<file path="config.mk">
export PLATFORM = sky130hd
export DESIGN_NAME = cp0_intc
export DESIGN_NICKNAME = d
export VERILOG_FILES = /design/src/rtl/cp0_pkg.sv /design/src/rtl/cp0_irq_capture.sv /design/src/rtl/cp0_intc.sv
export SDC_FILE = /design/constraint.sdc
export NUM_CORES = 1
export LEC_CHECK = 0
export CORE_AREA = 2 2 94 96
export CTS_CLUSTER_DIAMETER = 50
export DETAILED_ROUTE_END_ITERATION = 8
export DIE_AREA = 0 0 96 98
export PLACE_DENSITY = 0.8
export SYNTH_ARGS = -nofsm -noshare
export SYNTH_HDL_FRONTEND = slang
export SYNTH_SLANG_ARGS = --single-unit
</file>
<file path="constraint.sdc">
create_clock -name clk -period 2.9 [get_ports clk]
set_clock_uncertainty 0.05 [all_clocks]
set_input_delay 0.29 -clock clk [delete_from_list [all_inputs] [get_ports clk]]
set_output_delay 0.29 -clock clk [all_outputs]
set_load 0.02 [all_outputs]
</file>
<file path="src/rtl/cp0_pkg.sv">
// Shared definitions for the CP0 interrupt controller.
// Holds register numbers, field positions, exception codes, the handler entry
// address and helpers that assemble the SR and Cause read words.
package cp0_pkg;

  localparam int unsigned XLEN    = 32;
  localparam int unsigned NUM_IP  = 6;
  localparam int unsigned IP_LSB  = 10;
  localparam int unsigned BD_BIT  = 31;
  localparam int unsigned EXC_LSB = 2;
  localparam int unsigned EXL_BIT = 1;
  localparam int unsigned IE_BIT  = 0;

  localparam logic [4:0] REG_COUNT   = 5'd9;
  localparam logic [4:0] REG_COMPARE = 5'd11;
  localparam logic [4:0] REG_SR      = 5'd12;
  localparam logic [4:0] REG_CAUSE   = 5'd13;
  localparam logic [4:0] REG_EPC     = 5'd14;
  localparam logic [4:0] REG_PRID    = 5'd15;

  typedef enum logic [4:0] {
    EXC_INT  = 5'd0,
    EXC_ADEL = 5'd4,
    EXC_ADES = 5'd5,
    EXC_RI   = 5'd10,
    EXC_OV   = 5'd12
  } exc_code_e;

  localparam logic [XLEN-1:0] HANDLER_ADDR = 32'h0000_4180;

  // SR read word: IM at [15:10], EXL at 1, IE at 0.
  function automatic logic [XLEN-1:0] pack_sr(input logic [NUM_IP-1:0] im,
                                              input logic exl, input logic ie);
    return {16'h0, im, 8'h0, exl, ie};
  endfunction

  // Cause read word: BD at 31, IP at [15:10], ExcCode at [6:2].
  function automatic logic [XLEN-1:0] pack_cause(input logic bd,
                                                 input logic [NUM_IP-1:0] ip,
                                                 input logic [4:0] exc);
    return {bd, 15'h0, ip, 3'h0, exc, 2'h0};
  endfunction

endpackage

</file>
<file path="src/rtl/cp0_irq_capture.sv">
// Per-line interrupt capture.
// Level lines follow hwint every cycle; edge lines latch on a rising edge and
// hold until cleared through w1c. A rising edge in the clear cycle wins.
// Ports: clk, clr (sync reset), hwint (device lines), w1c (qualified clear
// mask), ip (captured pending bits), ip_raw_c (next value ignoring w1c).
module cp0_irq_capture #(
  parameter int unsigned    W    = 6,
  parameter logic [W-1:0]   EDGE = '0
) (
  input  logic         clk,
  input  logic         clr,
  input  logic [W-1:0] hwint,
  input  logic [W-1:0] w1c,
  output logic [W-1:0] ip,
  output logic [W-1:0] ip_raw_c
);

  logic [W-1:0] hwint_d;
  logic [W-1:0] rise_c;
  logic [W-1:0] ip_next_c;

  assign rise_c = hwint & ~hwint_d;

  // ip_raw_c is independent of w1c so the interrupt decision does not loop
  // through the mtc0 suppression that gates the clear.
  assign ip_raw_c  = (EDGE & (ip | rise_c)) | (~EDGE & hwint);
  assign ip_next_c = (EDGE & ((ip & ~w1c) | rise_c)) | (~EDGE & hwint);

  always_ff @(posedge clk) begin
    if (clr) begin
      ip      <= '0;
      hwint_d <= '0;
    end else begin
      ip      <= ip_next_c;
      hwint_d <= hwint;
    end
  end

endmodule

</file>
<file path="src/rtl/cp0_intc.sv">
// Coprocessor-0 with integrated interrupt controller for the M stage.
// Ports: clk, clr (sync reset); we/addr/wd mtc0 write, rd mfc0 read data;
// pc/bd/exccode_in/exlclr from M; hwint device lines; intreq exception
// request; epc current EPC; exl SR.EXL.
// Optional macro CP0_TIMER_EN adds Count(9)/Compare(11) driving IP[15];
// NUM_HWINT must then be at most 5.
module cp0_intc
  import cp0_pkg::*;
#(
  parameter int unsigned NUM_HWINT = 6,
  parameter logic [5:0]  EDGE_MASK = 6'b000000,
  parameter logic [31:0] PRID_VAL  = 32'h0000_4D50
) (
  input  logic                 clk,
  input  logic                 clr,
  input  logic                 we,
  input  logic [4:0]           addr,
  input  logic [31:0]          wd,
  output logic [31:0]          rd,
  input  logic [31:0]          pc,
  input  logic                 bd,
  input  logic [4:0]           exccode_in,
  input  logic                 exlclr,
  input  logic [NUM_HWINT-1:0] hwint,
  output logic                 intreq,
  output logic [31:0]          epc,
  output logic                 exl
);

  localparam logic [5:0] LINE_MASK = 6'((7'd1 << NUM_HWINT) - 7'd1);
`ifdef CP0_TIMER_EN
  localparam logic [5:0] IM_WMASK = LINE_MASK | 6'b100000;
`else
  localparam logic [5:0] IM_WMASK = LINE_MASK;
`endif

  logic                 ie;
  logic                 exl_q;
  logic                 bd_q;
  logic [5:0]           im;
  logic [4:0]           exc_q;
  logic [31:0]          epc_q;
  logic [NUM_HWINT-1:0] line_ip;
  logic [NUM_HWINT-1:0] line_raw_c;
  logic [NUM_HWINT-1:0] line_w1c_c;
  logic [5:0]           ip;
  logic [5:0]           ip_raw_c;
  logic                 int_pend_c;
  logic                 exc_pend_c;
  logic                 mtc0_c;

  assign exl = exl_q;
  assign epc = epc_q;

  // A level line raises intreq in the same cycle because ip_raw_c is the
  // value being loaded, not the stored one.
  assign int_pend_c = ie & ~exl_q & |(ip_raw_c & im);
  assign exc_pend_c = ~exl_q & (exccode_in != 5'd0);
  assign intreq     = int_pend_c | exc_pend_c;
  // The M-stage instruction is cancelled when intreq fires.
  assign mtc0_c     = we & ~intreq;

  assign line_w1c_c = (mtc0_c && addr == REG_CAUSE) ? wd[IP_LSB +: NUM_HWINT]
                                                    : '0;

  cp0_irq_capture #(
    .W    (NUM_HWINT),
    .EDGE (EDGE_MASK[NUM_HWINT-1:0])
  ) u_capture (
    .clk      (clk),
    .clr      (clr),
    .hwint    (hwint),
    .w1c      (line_w1c_c),
    .ip       (line_ip),
    .ip_raw_c (line_raw_c)
  );

`ifdef CP0_TIMER_EN
  logic [31:0] count_q;
  logic [31:0] compare_q;
  logic        tmr_ip;
  logic        tmr_hit_c;

  assign tmr_hit_c = (count_q == compare_q);
  assign ip        = 6'(line_ip) | {tmr_ip, 5'b0};
  assign ip_raw_c  = 6'(line_raw_c) | {tmr_ip | tmr_hit_c, 5'b0};

  // Free-running counter; a mtc0 write replaces the increment that cycle.
  always_ff @(posedge clk) begin
    if (clr) begin
      count_q   <= '0;
      compare_q <= '0;
      tmr_ip    <= 1'b0;
    end else begin
      count_q <= (mtc0_c && addr == REG_COUNT) ? wd : count_q + 32'd1;
      if (mtc0_c && addr == REG_COMPARE) compare_q <= wd;
      tmr_ip <= tmr_hit_c | (tmr_ip & ~(mtc0_c && addr == REG_COMPARE));
    end
  end
`else
  assign ip       = 6'(line_ip);
  assign ip_raw_c = 6'(line_raw_c);
`endif

  // SR, Cause and EPC state.
  always_ff @(posedge clk) begin
    if (clr) begin
      ie    <= 1'b0;
      exl_q <= 1'b0;
      im    <= '0;
      bd_q  <= 1'b0;
      exc_q <= '0;
      epc_q <= '0;
    end else if (intreq) begin
      exl_q <= 1'b1;
      exc_q <= int_pend_c ? EXC_INT : exccode_in;
      bd_q  <= bd;
      epc_q <= bd ? pc - 32'd4 : pc;
    end else begin
      if (exlclr) exl_q <= 1'b0;
      if (mtc0_c && addr == REG_SR) begin
        im    <= wd[IP_LSB +: 6] & IM_WMASK;
        exl_q <= wd[EXL_BIT];
        ie    <= wd[IE_BIT];
      end
      if (mtc0_c && addr == REG_EPC) epc_q <= wd & ~32'h3;
    end
  end

  // mfc0 read mux.
  always_comb begin
    rd = '0;
    case (addr)
      REG_SR:      rd = pack_sr(im, exl_q, ie);
      REG_CAUSE:   rd = pack_cause(bd_q, ip, exc_q);
      REG_EPC:     rd = epc_q;
      REG_PRID:    rd = PRID_VAL;
`ifdef CP0_TIMER_EN
      REG_COUNT:   rd = count_q;
      REG_COMPARE: rd = compare_q;
`endif
      default:     rd = '0;
    endcase
  end

endmodule

</file>
==> flow_metrics.py, run 1 <==
metrics = {
    "min_path": {
        "hp-class": "reg2reg",
    },
    "flow_run": {
        "max-cap-violations": 0,
    },
    "synthesis": {
        "synth-seq-cells": 52,
        "yosys_warnings": 0,
        "synthDistinctLibCells": 49,
        "synth.top_cell.area_share": 0.294,
        "synth_fp_nets": 521,
        "synth_common_cells": "dfxtp_1, and3_1, clkbuf_1, a21boi_0, nor4_1",
        "netlist_area_um2": 3540,
        "synth_area_leaders": "dfxtp_1, and3_1, mux2i_1",
        "ys.flop_type": "dfxtp_1",
        "async_flop_share": 0,
        "syn-mean-instance-area_um2": 8.15,
        "synth-seq-area-share": 0.294,
        "yosysMostFrequentCell": "dfxtp_1",
        "syn_inst": 435,
        "synth_top_area_cell": "dfxtp_1",
        "synth_edf_count": 0,
    },
    "power": {
        "p_comb_frac": 0.298,
        "ir_drop_v": 0.000217,
        "leakage_uw": 0.00194,
        "p_per_area_nw_per_um2": 359,
        "p_int_uw": 1350,
        "swShare": 0.297,
        "p_clk_frac": 0.276,
        "p_seq_frac": 0.426,
        "switchingPower_uw": 570,
    },
    "global_routing": {
        "track_usage": 0.262,
        "grt_max_degree": 47,
        "gr-total-overflow": 0,
        "grt_pass1_wl_um": 19500,
        "antenna_found_initial": 0,
        "grt_pass1_vias": 3792,
    },
    "clock_network": {
        "cts_tree": "built",
        "post_cts_buffers": 0,
        "cts.clk_slew.worst_paths_ns": 0.10,
        "cts.sinks": 52,
        "clk_latency_ns": 0.31,
        "cts_resized": 0,
        "cts_hold_buffers": 0,
        "root_buffer": "clkbuf_8",
        "cts_buffer_depth": 2,
        "tritoncts.num_buffers": 5,
        "htree_num_levels": 2,
    },
    "critical_path": {
        "cp.arrival_ns": 2.23,
        "crit_path_top_delay_cell": "clkdlybuf4s50_1",
        "slowest_delay_ns": 0.63,
        "cp.required_ns": 2.56,
        "start_kind": "primary input",
        "crit_fanout": 21,
        "crit_chain": "clkdlybuf4s50_1, buf_4, nor2b_1, buf_4, a22oi_1, nor2_1, clkdlybuf4s50_1",
        "crit_type": "in2out",
        "end_kind": "primary output",
    },
    "timing": {
        "setup_viol": 0,
        "fmax_ghz": 0.388,
        "finalSetupTns_ns": 0,
        "rsz0062_at_grt": "no",
        "slew_violations": 0,
        "tightest_slew_ns": 0.857,
        "finalCritPeriodShare": 0.888,
        "fin_ws_ns": 0.326,
        "hold_violations": 0,
        "maxSlewHeadroom": 0.428,
        "fin_crit_ns": 2.57,
    },
    "floorplan": {
        "fp.dieH_um": 98,
        "core_area_um2": 8470,
        "initial_utilization": 0.419,
        "rows": 34,
        "die_area_um2": 9410,
        "die_w_um": 96,
        "ioPinCount": 151,
    },
    "drt": {
        "dr.pass1.iters": 5,
        "wl_um": 12500,
        "avgViaCountPerCell": 5.98,
        "drtAntennaViolNets": 0,
        "drcViolationCount": 0,
        "vias": 4075,
        "wire_per_inst_um": 18.4,
        "drtIter0Drc": 377,
    },
    "place": {
        "hpwl_um": 9700,
        "preCtsSetupSlack_ns": 0.111,
        "routabilityCongestion": 0.931,
        "post-place-cells": 674,
        "port_buffers": 150,
    },
    "layout": {
        "drive_above_1_share": 0.0941,
        "nets": 659,
        "syn2layout_area_growth_pct": 50.7,
        "fin_cells": 682,
        "antenna_cells": 0,
    },
    "run_status": {
        "status": "finished, final reports clean",
    },
}
## flip-flops by register name, summed over array words and instances, names as in the netlist
name	flops
bd_q	1
epc	32
exc_q	5
exl	1
ie	1
im	6
u_capture.ip	6
## power groups by stage
stage               Clock (uW)  Combinational [uW]  Sequential [uW]
CTS                        534                 568              814
floorplan                    0                 215              864
finish                     529                 572              816
global placement             0                 557              830
global route               561                 610              823
detailed placement           0                 566              831
## final timing paths
path / cells past startpoint / from / slack [ns] / end
setup / recovery: 7 / addr[0] / 0.33 / rd[31]
hold / removal: 2 / im[2]$_SDFFE_PP0P_ / 0.43 / im[2]$_SDFFE_PP0P_
setup reg to reg: 5 / im[0]$_SDFFE_PP0P_ / 0.76 / epc[1]$_SDFFE_PP0P_
hold reg to reg: 2 / im[2]$_SDFFE_PP0P_ / 0.43 / im[2]$_SDFFE_PP0P_
## cell usage in the layout, fill, tap and decap left out, types with 15 or more instances in the layout
cell type / instances
mux2i_1: 20
nor2_1: 17
a211oi_1: 20
nor4_1: 23
and3_1: 41
clkdlybuf4s50_1: 150
dfxtp_1: 52
buf_4: 24
a21boi_0: 23
nand2_1: 20
o41ai_1: 15
## metal layers
metal,global-route usage,wire (um),part of all wire
met4,0.0626,173,0.014
met3,0.0440,883,0.070
met2,0.424,6140,0.49
met1,0.361,5340,0.43
met5,0,0,0
## kinds of logic after synthesis
family          synth area share
compound gates             0.256
xor+xnor                  0.0297
fa+ha+maj                0.00353
buf+inv                   0.0568
flops                      0.294
mux                       0.0660
simple gates               0.294
## layout make-up
class                   instances  area (um^2)
well taps                     108          135
fillers                       744         3120
clock inverters                 2         38.8
repair buffers                175         1700
clock buffers                   6         82.6
inverters                       7         26.3
multi-input cells             332         2320
flip-flops and latches         52         1040
## through the flow
| step | hold WS (ns) | utilization | area, um^2 | power [uW] |
|---|---|---|---|---|
| floorplan | 0.368 | - | 3540 | 1080 |
| global placement | 0.407 | 0.617 | 5220 | 1390 |
| detailed placement | 0.411 | 0.617 | 5220 | 1400 |
| CTS | 0.434 | 0.631 | 5340 | 1920 |
| global route | 0.465 | 0.631 | 5340 | 1990 |
| finish | 0.431 | 0.631 | 5340 | 1920 |
## worst max-delay path: cells and delay by family
kind | cells | cell delay, ns
AO/OA/AOI/OAI | 1 | 0.12
AND/OR/NAND/NOR | 2 | 0.29
buffers and inverters | 4 | 1.53
(Power assumes the default switching activity.)
==> run 2: changes to the inputs <==
--- a/config.mk
+++ b/config.mk
@@ -5,11 +5,13 @@
 export SDC_FILE = /design/constraint.sdc
 export NUM_CORES = 1
 export LEC_CHECK = 0
-export CORE_AREA = 2 2 94 96
+export ABC_CLOCK_PERIOD_IN_PS = 3110
+export CORE_AREA = 2 2 90 92
 export CTS_CLUSTER_DIAMETER = 50
 export DETAILED_ROUTE_END_ITERATION = 8
-export DIE_AREA = 0 0 96 98
-export PLACE_DENSITY = 0.8
+export DIE_AREA = 0 0 92 94
+export PLACE_DENSITY = 0.86
+export SETUP_SLACK_MARGIN = 0.4
 export SYNTH_ARGS = -nofsm -noshare
 export SYNTH_HDL_FRONTEND = slang
 export SYNTH_SLANG_ARGS = --single-unit
==> constraint.sdc (replaced) <==
create_clock -name clk -period 3.11 [get_ports clk]
set_clock_uncertainty 0.05 [all_clocks]
set_input_delay 0.311 -clock clk [delete_from_list [all_inputs] [get_ports clk]]
set_output_delay 0.311 -clock clk [all_outputs]
set_load 0.02 [all_outputs]
==> flow_metrics.py, run 2 (synthesis results as in run 1) <==
metrics = {
    "power": {
        "p_per_area_nw_per_um2": 324,
        "leakage_uw": 0.00189,
        "ir_drop_v": 0.000177,
    },
    "clock_network": {
        "htree_num_levels": 2,
        "cts_tree": "built",
        "cts.sinks": 52,
        "cts_buffer_depth": 2,
        "tritoncts.num_buffers": 5,
        "clk_latency_ns": 0.30,
        "cts.clk_slew.worst_paths_ns": 0.09,
        "root_buffer": "clkbuf_8",
    },
    "floorplan": {
        "rows": 32,
        "fp.dieH_um": 94,
        "die_area_um2": 8650,
        "ioPinCount": 151,
        "die_w_um": 92,
        "core_area_um2": 7610,
        "initial_utilization": 0.466,
    },
    "critical_path": {
        "cpLargestDelayFamily": "buffers and inverters",
        "crit_fanout": 7,
        "cp-startpoint": "addr[0]",
        "crit_top_cell": "clkdlybuf4s50_1",
        "slowest_delay_ns": 0.61,
        "crit_type": "in2out",
        "path_depth": 5,
        "crit_buf_inv": 2,
        "crit_path_top_delay_cell": "clkdlybuf4s50_1",
        "reg2regPathDepth": 5,
        "cp.arrival_ns": 2.19,
        "cp.required_ns": 2.75,
        "start_kind": "primary input",
        "worstReg2RegStart": "im[4]$_SDFFE_PP0P_",
        "end_kind": "primary output",
        "crit_chain": "clkdlybuf4s50_1, nor2b_1, a22oi_1, nor2_1, clkdlybuf4s50_1",
    },
    "timing": {
        "maxSlewHeadroom": 0.375,
        "tightest_slew_ns": 0.936,
        "fmax_ghz": 0.393,
        "finalSetupTns_ns": 0,
        "hold_violations": 0,
        "slew_violations": 0,
        "hold_ws_ns": 0.442,
        "fin_crit_ns": 2.55,
        "setup_viol": 0,
        "rsz0062_at_grt": "no",
        "finalCritPeriodShare": 0.819,
    },
    "layout": {
        "fillers": 596,
        "mostFrequentLayoutCells": "clkdlybuf4s50_1, dfxtp_1, and3_1",
        "mostFrequentLayoutCell": "clkdlybuf4s50_1",
        "syn2layout_area_growth_pct": 48.1,
        "nets": 651,
        "regArea_um2": 1040,
        "drive_above_1_share": 0.0796,
        "design_area_um2": 5250,
        "fin_cells": 667,
        "largest_reg_flops": 32,
        "antenna_cells": 0,
        "post-route-util": 0.690,
        "multi_input_area_um2": 2320,
    },
    "drt": {
        "vias": 4056,
        "avgViaCountPerCell": 6.08,
        "dr.pass1.iters": 5,
        "drtAntennaViolNets": 0,
        "drtIter0Drc": 386,
        "wire_per_inst_um": 18.9,
        "drcViolationCount": 0,
        "wl_um": 12600,
    },
    "global_routing": {
        "grt_pass1_vias": 3764,
        "antenna_found_initial": 0,
        "grt_pass1_wl_um": 19000,
        "grt_max_degree": 68,
        "track_usage": 0.277,
        "gr-total-overflow": 0,
    },
    "min_path": {
        "hp-class": "reg2reg",
        "hold_path_startpoint": "im[0]$_SDFFE_PP0P_",
        "holdPathStages": 2,
    },
    "place": {
        "port_buffers": 150,
        "hpwl_um": 9470,
        "routabilityCongestion": 0.979,
        "placedInstanceArea_um2": 5150,
        "post-place-cells": 660,
    },
    "flow_run": {
        "max-cap-violations": 0,
    },
    "run_status": {
        "status": "finished, final reports clean",
    },
}
## run 2: cell count changes in the layout (fill, tap and decap cells not counted)
cell             delta
clkdlybuf4s50_1     -1
buf_4               -8
dlygate4sd2_1       +1
clkinv_4            -1
bufinv_16           -1
clkbuf_8            +1
## run 2: area by class of cell
type,instances,share of cell area
clock buffers,7,0.0184
inverters,7,0.00501
multi-input cells,332,0.441
flip-flops and latches,52,0.198
well taps,102,0.0243
repair buffers,167,0.313
## run 2: through the flow
stage          power, uW  setup WS (ns)
5_1_grt             1770          0.461
6_report            1700          0.563
2_1_floorplan       1010          0.935
4_1_cts             1690          0.553
3_5_place_dp        1290          0.297
3_3_place_gp        1280          0.354
## run 2: report_power, final
part | switching (uW) | internal, uW | total, uW | leakage (uW)
Sequential | 43.3 | 716 | 759 | 0.000431
Combinational | 256 | 270 | 526 | 0.00141
Clock | 216 | 199 | 414 | 0.0000503
## run 2: worst register-to-register path: stages (launching register included)
cell and delay, ns:
dfxtp_1 0.35, a22oi_1 0.36, a311oi_4 0.18, buf_4 0.30, or4b_2 0.67, a21oi_1 0.16
## run 2: final timing paths
| check | endpoint | slack (ns) |
|---|---|---|
| max reg2reg | epc[0]$_SDFFE_PP0P_ | 1.00 |
| min reg2reg | im[0]$_SDFFE_PP0P_ | 0.44 |
| min | im[0]$_SDFFE_PP0P_ | 0.44 |
| max | rd[2] | 0.56 |
## run 2: what timing repair did
| action | 4_1_cts | 5_1_grt |
|---|---|---|
| setup buffers | 0 | 0 |
| setup endpoints to repair | 4 | 0 |
| resized for setup | 1 | 0 |
| hold endpoints to repair | 0 | 0 |
| hold buffers | 0 | 0 |
## run 2: layer usage
layer	share of wire	global-route usage
met1	0.42	0.368
met2	0.49	0.464
met3	0.075	0.0465
met4	0.014	0.0771
met5	0	0
==> run 3: changes to the inputs <==
--- a/config.mk
+++ b/config.mk
@@ -5,12 +5,12 @@
 export SDC_FILE = /design/constraint.sdc
 export NUM_CORES = 1
 export LEC_CHECK = 0
-export ABC_CLOCK_PERIOD_IN_PS = 3110
-export CORE_AREA = 2 2 90 92
+export ABC_CLOCK_PERIOD_IN_PS = 2250
+export CORE_AREA = 2 2 99 101
 export CTS_CLUSTER_DIAMETER = 50
 export DETAILED_ROUTE_END_ITERATION = 8
-export DIE_AREA = 0 0 92 94
-export PLACE_DENSITY = 0.86
+export DIE_AREA = 0 0 101 103
+export PLACE_DENSITY = 0.76
 export SETUP_SLACK_MARGIN = 0.4
 export SYNTH_ARGS = -nofsm -noshare
 export SYNTH_HDL_FRONTEND = slang
==> constraint.sdc (replaced) <==
create_clock -name clk -period 2.25 [get_ports clk]
set_clock_uncertainty 0.05 [all_clocks]
set_input_delay 0.225 -clock clk [delete_from_list [all_inputs] [get_ports clk]]
set_output_delay 0.225 -clock clk [all_outputs]
set_load 0.02 [all_outputs]
==> flow_metrics.py, run 3 (synthesis results as in run 1) <==
metrics = {
    "run_status": {
        "status": "finished, final reports clean",
    },
    "timing": {
        "rsz0062_at_grt": "yes",
        "maxSlewHeadroom": 0.694,
        "hold_violations": 0,
        "fin_ws_ns": 0.369,
        "fin_crit_ns": 1.88,
        "tightest_slew_ns": 0.447,
        "finalSetupTns_ns": 0,
        "slew_violations": 0,
        "finalCritPeriodShare": 0.836,
        "setup_viol": 0,
        "fmax_ghz": 0.532,
    },
    "min_path": {
        "hp-class": "in2reg",
        "hold_path_startpoint": "hwint[0]",
        "holdPathStages": 2,
        "whs_endpoint": "u_capture.ip[0]$_SDFF_PP0_",
    },
    "layout": {
        "drive_above_1_share": 0.284,
        "syn2layout_area_growth_pct": 71.2,
        "mostFrequentLayoutCells": "clkdlybuf4s50_1, buf_4, dfxtp_1",
        "mostFrequentLayoutCell": "clkdlybuf4s50_1",
        "nets": 723,
        "antenna_cells": 0,
        "fillers": 803,
        "largest_reg_flops": 32,
    },
    "critical_path": {
        "reg2regPathDepth": 6,
        "cp.arrival_ns": 1.61,
        "ff2ff_setup_slack_ns": 0.46,
        "crit_path_top_delay_cell": "clkdlybuf4s50_1",
        "slowest_delay_ns": 0.48,
        "end_kind": "primary output",
        "crit_fanout": 37,
        "cp.required_ns": 1.98,
        "crit_chain": "clkdlybuf4s50_1, and3b_1, buf_12, o221a_2, clkdlybuf4s15_2",
        "start_kind": "primary input",
        "crit_type": "in2out",
        "crit_buf_inv": 3,
        "cpLargestDelayFamily": "buffers and inverters",
        "worstReg2RegStart": "im[0]$_SDFFE_PP0P_",
        "timing.rr.end": "epc[25]$_SDFFE_PP0P_",
    },
    "clock_network": {
        "clk_latency_ns": 0.31,
        "cts.clk_slew.worst_paths_ns": 0.10,
        "cts_hold_buffers": 0,
        "root_buffer": "clkbuf_8",
        "cts_buffer_depth": 2,
        "tritoncts.num_buffers": 5,
        "cts_tree": "built",
        "htree_num_levels": 2,
        "cts.sinks": 52,
    },
    "floorplan": {
        "fp.dieH_um": 103,
        "core_area_um2": 9460,
        "initial_utilization": 0.375,
        "rows": 36,
        "die_area_um2": 10400,
        "die_w_um": 101,
        "ioPinCount": 151,
    },
    "place": {
        "routabilityCongestion": 0.955,
        "port_buffers": 150,
        "hpwl_um": 10800,
        "preCtsSetupSlack_ns": -0.203,
    },
    "global_routing": {
        "antenna_found_initial": 0,
        "grt_pass1_vias": 4229,
        "grt_pass1_wl_um": 21000,
        "track_usage": 0.258,
        "grt_max_degree": 47,
        "gr-total-overflow": 0,
    },
    "drt": {
        "dr.pass1.iters": 5,
        "wl_um": 14200,
        "wire_per_inst_um": 18.9,
        "avgViaCountPerCell": 5.73,
        "vias": 4310,
        "drtIter0Drc": 180,
        "drcViolationCount": 0,
        "drtAntennaViolNets": 0,
    },
    "power": {
        "leakage_uw": 0.00244,
        "swShare": 0.305,
        "switchingPower_uw": 788,
        "p_comb_frac": 0.323,
        "ir_drop_v": 0.000276,
        "p_clk_frac": 0.268,
        "p_per_area_nw_per_um2": 425,
        "p_seq_frac": 0.409,
        "p_int_uw": 1790,
        "finalPower_uw": 2580,
    },
    "flow_run": {
        "max-cap-violations": 0,
    },
}
run 3: worst max-delay path by stage:
stage                 start  depth (start not counted)                    to
global placement      pc[8]                          5  epc[21]$_SDFFE_PP0P_
global route        addr[2]                          5                rd[10]
detailed placement    pc[8]                          5  epc[21]$_SDFFE_PP0P_
finish              addr[3]                          5                rd[10]
floorplan                bd                          6  epc[21]$_SDFFE_PP0P_
CTS                   pc[6]                          5  epc[21]$_SDFFE_PP0P_
run 3: power by group through the flow:
stage          Sequential (uW)  Clock [uW]  Combinational [uW]
3_3_place_gp              1070           0                 793
4_1_cts                   1050         697                 804
6_report                  1060         691                 833
3_5_place_dp              1070           0                 803
5_1_grt                   1060         731                 887
2_1_floorplan             1110           0                 282
run 3: cell type report:
| cell class | instances | area, um^2 | share of cell area |
|---|---|---|---|
| clock inverters | 2 | 38.8 | 0.00639 |
| multi-input cells | 332 | 2490 | 0.410 |
| repair buffers | 239 | 2240 | 0.370 |
| well taps | 114 | 143 | 0.0235 |
| inverters | 7 | 26.3 | 0.00433 |
| flip-flops and latches | 52 | 1050 | 0.172 |
| clock buffers | 6 | 82.6 | 0.0136 |
run 3: metrics by stage:
| stage | hold WS, ns | utilization | instances | area (um^2) |
|---|---|---|---|---|
| after floorplan | 0.303 | - | 435 | 3580 |
| after global placement | 0.408 | 0.606 | 738 | 5730 |
| after global routing | 0.164 | 0.642 | 752 | 6070 |
| after detailed placement | 0.416 | 0.606 | 738 | 5730 |
| final | 0.141 | 0.642 | 752 | 6070 |
| after CTS | 0.291 | 0.629 | 750 | 5950 |
run 3: routing by layer:
metal | track usage | part of all wire | vias to the layer above
met5 | 0 | 0 | -
met4 | 0.0707 | 0.014 | 0
met3 | 0.0366 | 0.063 | 17
met2 | 0.443 | 0.50 | 168
met1 | 0.339 | 0.43 | 2034
li1 | - | - | 2091
run 3: worst register-to-register path, stage by stage, from the launching register on:
cell      delay [ns]
dfxtp_2         0.35
a22oi_2         0.30
a311oi_4        0.18
buf_6           0.21
o41ai_1         0.36
buf_4           0.19
a31oi_1         0.04
run 3: timing repair:
item | CTS | global route
pin swaps | 18 | 12
endpoints found under the setup margin | 71 | 61
setup buffers | 4 | 2
hold endpoints to repair | 0 | 0
gates resized for setup | 141 | 46
